File: config.mk
export PLATFORM = sky130hd
export DESIGN_NAME = noc_input_port
export DESIGN_NICKNAME = d
export VERILOG_FILES = /design/src/rtl/noc_pkg.sv /design/src/rtl/noc_sync_fifo.sv /design/src/rtl/noc_input_port.sv
export SDC_FILE = /design/constraint.sdc
export NUM_CORES = 1
export LEC_CHECK = 0
export CAP_MARGIN = 20
export CORE_ASPECT_RATIO = 0.6
export CORE_MARGIN = 1
export CORE_UTILIZATION = 60
export DETAILED_ROUTE_END_ITERATION = 8
export GPL_TIMING_DRIVEN = 0
export PLACE_DENSITY = 0.87
export SLEW_MARGIN = 15
export SYNTH_ARGS = -nofsm -noshare
export SYNTH_HDL_FRONTEND = slang
export SYNTH_HIERARCHICAL = 1
export SYNTH_SLANG_ARGS = --single-unit
export TNS_END_PERCENT = 30
File: constraint.sdc
create_clock -name clk -period 6.6 [get_ports clk]
set_clock_uncertainty 0.05 [all_clocks]
set_input_delay 0.99 -clock clk [delete_from_list [all_inputs] [get_ports clk]]
set_output_delay 0.99 -clock clk [all_outputs]
set_load 0.05 [all_outputs]
File: src/rtl/noc_pkg.sv
// Shared NoC types: flit type and router port encodings, flit field layout
// and the dimension-ordered (X then Y) routing function.
package noc_pkg;

  typedef enum logic [1:0] {
    FT_BODY   = 2'b00,
    FT_HEAD   = 2'b01,
    FT_TAIL   = 2'b10,
    FT_SINGLE = 2'b11
  } flit_type_e;

  typedef enum logic [2:0] {
    PORT_L = 3'd0,
    PORT_N = 3'd1,
    PORT_E = 3'd2,
    PORT_S = 3'd3,
    PORT_W = 3'd4
  } port_e;

  // Field layout is fixed relative to the flit MSB: type, dest_x, dest_y.
  localparam int unsigned TYPE_W      = 2;
  localparam int unsigned COORD_MAX_W = 8;

  function automatic port_e xy_route(input logic [COORD_MAX_W-1:0] dest_x,
                                     input logic [COORD_MAX_W-1:0] dest_y,
                                     input logic [COORD_MAX_W-1:0] my_x,
                                     input logic [COORD_MAX_W-1:0] my_y);
    port_e p;
    if (dest_x > my_x)      p = PORT_E;
    else if (dest_x < my_x) p = PORT_W;
    else if (dest_y > my_y) p = PORT_N;
    else if (dest_y < my_y) p = PORT_S;
    else                    p = PORT_L;
    return p;
  endfunction

endpackage

File: src/rtl/noc_sync_fifo.sv
// Single-clock FIFO with registered occupancy count; DEPTH must be a power of two.
module noc_sync_fifo #(
  parameter int unsigned W     = 64,
  parameter int unsigned DEPTH = 4
) (
  input  logic                       clk,
  input  logic                       rst_n,
  input  logic                       push_i,
  input  logic                       pop_i,
  input  logic [W-1:0]               din_i,
  output logic [W-1:0]               dout_o,
  output logic                       empty_o,
  output logic [$clog2(DEPTH):0]     count_o
);

  localparam int unsigned AW = $clog2(DEPTH);
  localparam int unsigned CW = AW + 1;

  logic [W-1:0]  mem_q [DEPTH];
  logic [AW-1:0] wr_ptr_q, rd_ptr_q;
  logic [CW-1:0] count_q, count_d;
  logic          do_push, do_pop;

  assign empty_o = (count_q == '0);
  assign count_o = count_q;
  assign dout_o  = mem_q[rd_ptr_q];
  assign do_push = push_i && (count_q != CW'(DEPTH));
  assign do_pop  = pop_i && !empty_o;

  always_comb begin
    count_d = count_q;
    case ({do_push, do_pop})
      2'b10:   count_d = count_q + 1'b1;
      2'b01:   count_d = count_q - 1'b1;
      default: count_d = count_q;
    endcase
  end

  always_ff @(posedge clk or negedge rst_n) begin
    if (!rst_n) begin
      wr_ptr_q <= '0;
      rd_ptr_q <= '0;
      count_q  <= '0;
      for (int unsigned i = 0; i < DEPTH; i++) mem_q[i] <= '0;
    end else begin
      count_q <= count_d;
      if (do_push) begin
        mem_q[wr_ptr_q] <= din_i;
        wr_ptr_q        <= wr_ptr_q + 1'b1;
      end
      if (do_pop) rd_ptr_q <= rd_ptr_q + 1'b1;
    end
  end

endmodule

File: src/rtl/noc_input_port.sv
// Router input stage: flit FIFO, XY route decode and packet-framing FSM.
// Optional NOC_INPUT_PORT_STATS_EN adds drop counter and occupancy high-water mark.
module noc_input_port
  import noc_pkg::*;
#(
  parameter int unsigned FLIT_W  = 64,
  parameter int unsigned DEPTH   = 4,
  parameter int unsigned COORD_W = 4
) (
  input  logic                    clk,
  input  logic                    rst_n,
  input  logic [COORD_W-1:0]      my_x,
  input  logic [COORD_W-1:0]      my_y,
  input  logic [FLIT_W-1:0]       flit_in,
  input  logic                    valid_in,
  output logic                    ready_out,
  output logic [FLIT_W-1:0]       flit_out,
  output logic                    valid_out,
  input  logic                    ready_in,
  output logic [2:0]              route_out,
  output logic                    pkt_head,
  output logic                    pkt_tail,
  output logic                    err_pulse
`ifdef NOC_INPUT_PORT_STATS_EN
  ,
  output logic [15:0]             stat_drop_cnt,
  output logic [$clog2(DEPTH):0]  stat_hwm
`endif
);

  localparam int unsigned CW     = $clog2(DEPTH) + 1;
  localparam int unsigned DX_LSB = FLIT_W - TYPE_W - COORD_W;
  localparam int unsigned DY_LSB = DX_LSB - COORD_W;

  typedef enum logic {ST_IDLE, ST_PKT} state_e;

  state_e      state_q;
  port_e       route_q;
  logic        err_q;

  logic [FLIT_W-1:0] head;
  logic              empty, full;
  logic [CW-1:0]     count;
  flit_type_e        head_type;
  port_e             xy;
  logic              starts, ends, drop, fwd, push, pop;

  noc_sync_fifo #(.W(FLIT_W), .DEPTH(DEPTH)) u_fifo (
    .clk     (clk),
    .rst_n   (rst_n),
    .push_i  (push),
    .pop_i   (pop),
    .din_i   (flit_in),
    .dout_o  (head),
    .empty_o (empty),
    .count_o (count)
  );

  assign head_type = flit_type_e'(head[FLIT_W-1 -: TYPE_W]);
  assign starts    = (head_type == FT_HEAD) || (head_type == FT_SINGLE);
  assign ends      = (head_type == FT_TAIL) || (head_type == FT_SINGLE);
  assign xy        = xy_route(COORD_MAX_W'(head[DX_LSB +: COORD_W]),
                              COORD_MAX_W'(head[DY_LSB +: COORD_W]),
                              COORD_MAX_W'(my_x), COORD_MAX_W'(my_y));

  // An orphan body/tail at the head while idle is popped silently and never shown.
  assign drop      = !empty && (state_q == ST_IDLE) && !starts;
  assign full      = (count == CW'(DEPTH));
  assign ready_out = !full;
  assign push      = valid_in && !full;
  assign valid_out = !empty && !drop;
  assign fwd       = valid_out && ready_in;
  assign pop       = fwd || drop;

  assign flit_out  = valid_out ? head : '0;
  assign route_out = (valid_out && starts) ? xy : route_q;
  assign pkt_head  = valid_out && starts;
  assign pkt_tail  = valid_out && ends;
  assign err_pulse = err_q;

  // A head/single arriving mid-packet starts a fresh packet; flagged but still forwarded.
  always_ff @(posedge clk or negedge rst_n) begin
    if (!rst_n) begin
      state_q <= ST_IDLE;
      route_q <= PORT_L;
      err_q   <= 1'b0;
    end else begin
      err_q <= drop || (fwd && (state_q == ST_PKT) && starts);
      if (fwd) begin
        case (head_type)
          FT_HEAD: begin
            state_q <= ST_PKT;
            route_q <= xy;
          end
          FT_SINGLE, FT_TAIL: state_q <= ST_IDLE;
          default:            state_q <= state_q;
        endcase
      end
    end
  end

`ifdef NOC_INPUT_PORT_STATS_EN
  logic [15:0]   drop_cnt_q;
  logic [CW-1:0] hwm_q;

  always_ff @(posedge clk or negedge rst_n) begin
    if (!rst_n) begin
      drop_cnt_q <= '0;
      hwm_q      <= '0;
    end else begin
      if (drop && (drop_cnt_q != '1)) drop_cnt_q <= drop_cnt_q + 1'b1;
      if (count > hwm_q) hwm_q <= count;
    end
  end

  assign stat_drop_cnt = drop_cnt_q;
  assign stat_hwm      = hwm_q;
`endif

endmodule

---- Word-level counts from Yosys, hierarchy flattened ----
Cells that the tools add are included.
storage, ports and cells
  memory bits (read-only) ................. 0
  register bits after elaboration ......... 268
  memory bits (writable) .................. 0
  memories kept ........................... 0
  bits of input ports ..................... 76
  output and inout port bits .............. 72
  bits in latches ......................... 0
  word-level logic and storage cells ...... 71
cells by class
  div/mod/pow operators ................... 0
  order comparisons ....................... 7
  $add $sub $neg .......................... 4
  multipliers ............................. 0
  multiplexer cells ....................... 14
  shifts and indexed selects .............. 0
  reductions and logical operators ........ 26
  eq/ne operators ......................... 7
  bitwise logic cells ..................... 3
operators with widths
  kind                 number
  $bwmux 256           1
  $mux 64              4
  $bmux 64 s2          1
  $demux 64 s2         1
  $logic_and 1x1->1    12
  $mux 3               3
  $gt 4x4->1           2
  $lt 4x4->1           2
  $eq 2x2->1 const B   3
  $ge 3x3->1 const B   2
  $not 2->3            2
  $pmux 3 s2           1
  $add 2x1->2 const B  2
  $eq 2x1->1 const B   2
  $logic_not 1->1      4
  $logic_or 1x1->1     4
  $mux 2               2
  $reduce_and 2->1     2
  $reduce_bool 2->1    2
  $add 3x1->3 const B  1
  $eq 3x3->1 const B   1
  $logic_not 3->1      1
  $lt 3x1->1 const B   1
  $ne 3x3->1 const B   1
  4 further kinds      4

---- Logic depth before layout (Yosys ltp) ----
  depth after elaboration ................. 15
  gate-level depth with buffers ........... 12
  mapped depth without buffers ............ 11

---- Cells and area by module ----
The synthesis kept the hierarchy.
by module, submodules not included
  module          sequential area each (um^2)  instances  cells each  area each (um^2)
  noc_sync_fifo   6581.3                       1          654         11543.6
  noc_input_port  125.1                        1          135         940.9

---- Least setup slack after synthesis ----
OpenSTA, ideal clock, no wires.
  kind .................................... register -> output
  start ................................... reg u_fifo.rd_ptr_q[0]
  end ..................................... out route_out[0]
  cell stages (with the launch flop) ...... 9
  buffers on the path ..................... 2
  data arrival time ....................... 3.747 ns
  required time ........................... 5.560 ns
  setup slack ............................. 1.813 ns
  cells stage by stage .................... dfrtp_1 -> buf_2 -> buf_2 -> mux4_2 -> ha_1 -> nor2b_1 -> nor4_1 -> nor2_1 -> o41ai_1
between the ends
  elaborated cells between the ends (all ways) .. 21
  classes of those cells .................. order compare (4); eq/ne (2); mux (8); bitwise (1); reduce/logical (6)
RTL lines
  item                                          line                  source
  start: declaration                            noc_sync_fifo.sv:20   logic [AW-1:0] wr_ptr_q, rd_ptr_q;
  start signal: assignment                      noc_sync_fifo.sv:51   if (do_pop) rd_ptr_q <= rd_ptr_q + 1'b1;
  $not 2->3 (not written as such) *             noc_sync_fifo.sv:26   assign dout_o = mem_q[rd_ptr_q];
  $bmux 64 s2 *                                 noc_sync_fifo.sv:26
  $mux 64 (not written as such) * (2 in a row)  noc_sync_fifo.sv:26
  net head[55]                                  noc_input_port.sv:41  logic [FLIT_W-1:0] head;
  $lt 4x4->1                                    noc_pkg.sv:32         else if (dest_y < my_y) p = PORT_S;
  $mux 2                                        noc_pkg.sv:32
  $mux 2 *                                      noc_pkg.sv:31         else if (dest_y > my_y) p = PORT_N;
  $mux 3 *                                      noc_pkg.sv:30         else if (dest_x < my_x) p = PORT_W;
  $mux 3 *                                      noc_pkg.sv:29         if (dest_x > my_x) p = PORT_E;
  $mux 3 *                                      noc_input_port.sv:76  assign route_out = (valid_out && starts) ? xy : route_q;
  end: declaration                              noc_input_port.sv:20  output logic [2:0] route_out,
Mark *: on every way through the listed nets, which the timed path passes. The rest lies on a longest branch. The select of a mux whose other input is x is not followed.

---- Worst setup path after layout ----
Ends and elaborated chain as after synthesis.

==> impl_metrics.py <==
metrics = {
    "logic_synthesis": {
        "ys.warnings.count": 6,
        "synth_nets": 879,
        "ys_top_cells_by_area": "dfrtp_1 54%, mux2_2 23%, mux4_2 12%, and2_1 3.2%, clkbuf_8 2.2%",
        "synth_area_um2": 12500,
        "synth_cell_type_count": 36,
        "ys_ff_latch": 268,
        "synthCells": 789,
        "synth_area_leader_cell": "dfrtp_1",
        "yosysTopAreaCellShare_pct": 53.7,
        "yosysSeqAreaShare_pct": 53.7,
        "syn_area_per_cell_um2": 15.8,
    },
    "drt": {
        "drc": 0,
        "via_count": 7294,
        "drtIter0Drc": 409,
        "drt-total-wl_mm": 26.3,
        "ant_nets": 0,
        "vias_per_cell": 5.82,
        "avgRoutedWirePerCell_um": 21.0,
        "drt_first_pass_iters": 4,
    },
    "global_route": {
        "antenna_found_initial": 0,
        "grt_pass1_wl_mm": 43.0,
        "grt_max_degree": 107,
        "grt_use_total_pct": 25.7,
        "first_global_vias": 7793,
        "grt_overflow_total": 0,
    },
    "worst_setup_path": {
        "regToRegSetupSlack_ps": 3370,
        "crit_path_top_delay_cell": "clkdlybuf4s50_1",
        "rr_worst_depth": 12,
        "slowest_delay_ps": 890,
        "r2r_end": "u_fifo/count_o[2]",
        "worst_setup_path_end_kind": "primary output",
        "arrival_ps": 4290,
        "crit_path_frequent_cell": "buf_2",
        "cp_max_fo": 10,
        "startpoint_type": "register",
        "crit_chain": "buf_2 > buf_2 > mux4_2 > ha_1 > nor2b_1 > nor4_1 > nor2_1 > o41ai_1 > clkdlybuf4s50_1",
        "worstSetupPathType": "reg2out",
        "required_ps": 5560,
        "rr_startpoint": "u_fifo/rd_ptr_q[1]",
    },
    "clocking": {
        "cts-root-buf": "clkbuf_16",
        "cts_inserted_buffers": 24,
        "hold_buffers": 0,
        "htreeDepth": 1,
        "cts_tree": "yes",
        "clockBufferDepth": 3,
        "path_clk_slew_ps": 60,
        "clock_sinks": 268,
        "cts_resized": 0,
        "post_cts_buffers": 0,
        "clk_latency_ps": 520,
    },
    "final_layout": {
        "nets": 1054,
        "area_growth_pct": 21.9,
        "layout_common_cells": "268 x dfrtp_1, 257 x mux2_2, 146 x clkdlybuf4s50_1",
        "finalCoreUtilization_pct": 75.3,
        "diodes": 0,
        "final_common_cell": "dfrtp_1",
        "drive_above_1_share_pct": 41.4,
    },
    "worst_hold_path": {
        "hold_path_class": "in2async",
    },
    "placement": {
        "io_buffers": 147,
        "gp_congestion": 0.800,
        "dp_hpwl_mm": 17.7,
    },
    "floorplanning": {
        "die_h_um": 114,
        "num_rows": 40,
        "dieArea_um2": 21400,
        "core_area_um2": 20200,
        "start_util_pct": 61.7,
        "dieWidth_um": 188,
        "io_pins": 148,
    },
    "timing": {
        "layout_min_cycle_time_ps": 5330,
        "rsz0062_at_grt": "no",
        "hold_viol_final": 0,
        "slew_headroom_pct": 46.9,
        "tightest_slew_ps": 795,
        "fmax_mhz": 188,
        "finalSetupViolCount": 0,
        "slew_violations": 0,
        "period_share_pct": 80.8,
    },
    "flow_run": {
        "max-cap-violations": 0,
    },
    "run_status": {
        "status": "complete, no violations",
    },
}
==> worst max path at each step <==
stage,start,to,slack (ps),depth (start not counted)
3_5_place_dp,u_fifo/rd_ptr_q[0],route_out[0],1860,9
2_1_floorplan,u_fifo/rd_ptr_q[0],route_out[0],1810,8
4_1_cts,u_fifo/rd_ptr_q[0],route_out[0],1250,9
3_3_place_gp,rst_n,u_fifo/mem_q[209],-6870,1
5_1_grt,u_fifo/rd_ptr_q[0],route_out[0],1030,9
6_report,u_fifo/rd_ptr_q[0],route_out[0],1270,9
==> area by class of cell <==
cell class | count | area (um2)
fill | 1238 | 5000
timing repair buffer | 149 | 1530
inverter | 16 | 60.1
sequential | 268 | 6710
buffer | 45 | 418
clock inverter | 11 | 200
multi-input combinational | 460 | 5300
tap | 273 | 342
clock buffer | 32 | 661
==> layer usage <==
metal / track usage (%) / vias up / part of all wire, %
met5: 0 / - / 0
met4: 4.12 / 0 / 1.4
met3: 4.77 / 30 / 5.0
met2: 38.9 / 196 / 45
met1: 40.0 / 3837 / 48
li1: - / 3231 / -
==> cells by family after synthesis <==
family	count (synthesis)	share of synthesized area, %
multiplexers	323	34.9
flip-flops	268	53.7
AND/OR/NAND/NOR	103	4.88
buffers and inverters	61	3.83
AO/OA/AOI/OAI	14	0.792
adder cells (fa/ha/maj)	14	1.46
XOR/XNOR	6	0.421
==> sequential cells by signal, summed over array words and instances (netlist names) <==
| register | count |
|---|---|
| u_fifo/mem_q | 256 |
| u_fifo/wr_ptr_q | 2 |
| u_fifo/rd_ptr_q | 2 |
| u_fifo/count_o | 3 |
| route_q | 3 |
| state_q | 1 |
| err_pulse | 1 |
==> cell usage after synthesis <==
library cell  number
dfrtp_1          268
and2_1            63
clkbuf_1           9
and3b_1            1
o31a_1             1
nor2_2             5
nor2_1             9
buf_1              2
nand4_1            2
nor3_1             3
xnor2_1            3
nand2_1           11
inv_2              1
o21ai_0            1
buf_6              5
clkbuf_8          20
o31ai_1            3
mux2i_1            1
xor2_1             3
ha_1              13
o41ai_1            1
nor4_1             1
nand3_1            1
mux2_1             1
nand3b_2           1
mux2_2           257
nor2b_1            1
buf_2              9
fa_1               1
o41ai_2            1
nand2b_1           3
o211ai_1           1
inv_1             15
mux4_2            64
a21oi_1            6
nor3b_2            2
==> worst max-delay path: cells and delay by family, from the launching register on <==
kind,cells,cell delay [ps]
adders and majority gates,1,320
and+or+nand+nor,3,450
DFF,1,370
buffers and inverters,3,1640
AOI/OAI and AO/OA,1,360
muxes,1,630
==> through the flow <==
step	instances	setup TNS, ps	area, um2	hold WS, ps	worst slack [ps]
floorplan	789	0	12500	398	1810
global placement	1209	-1831340	14300	414	-6870
detailed placement	1211	0	14400	424	1860
CTS	1254	0	15200	399	1250
global route	1254	0	15200	425	1030
finish	1254	0	15200	372	1270
Power is not shown: default switching activity piles up to over one toggle a cycle in this logic, so the estimate is an artifact.
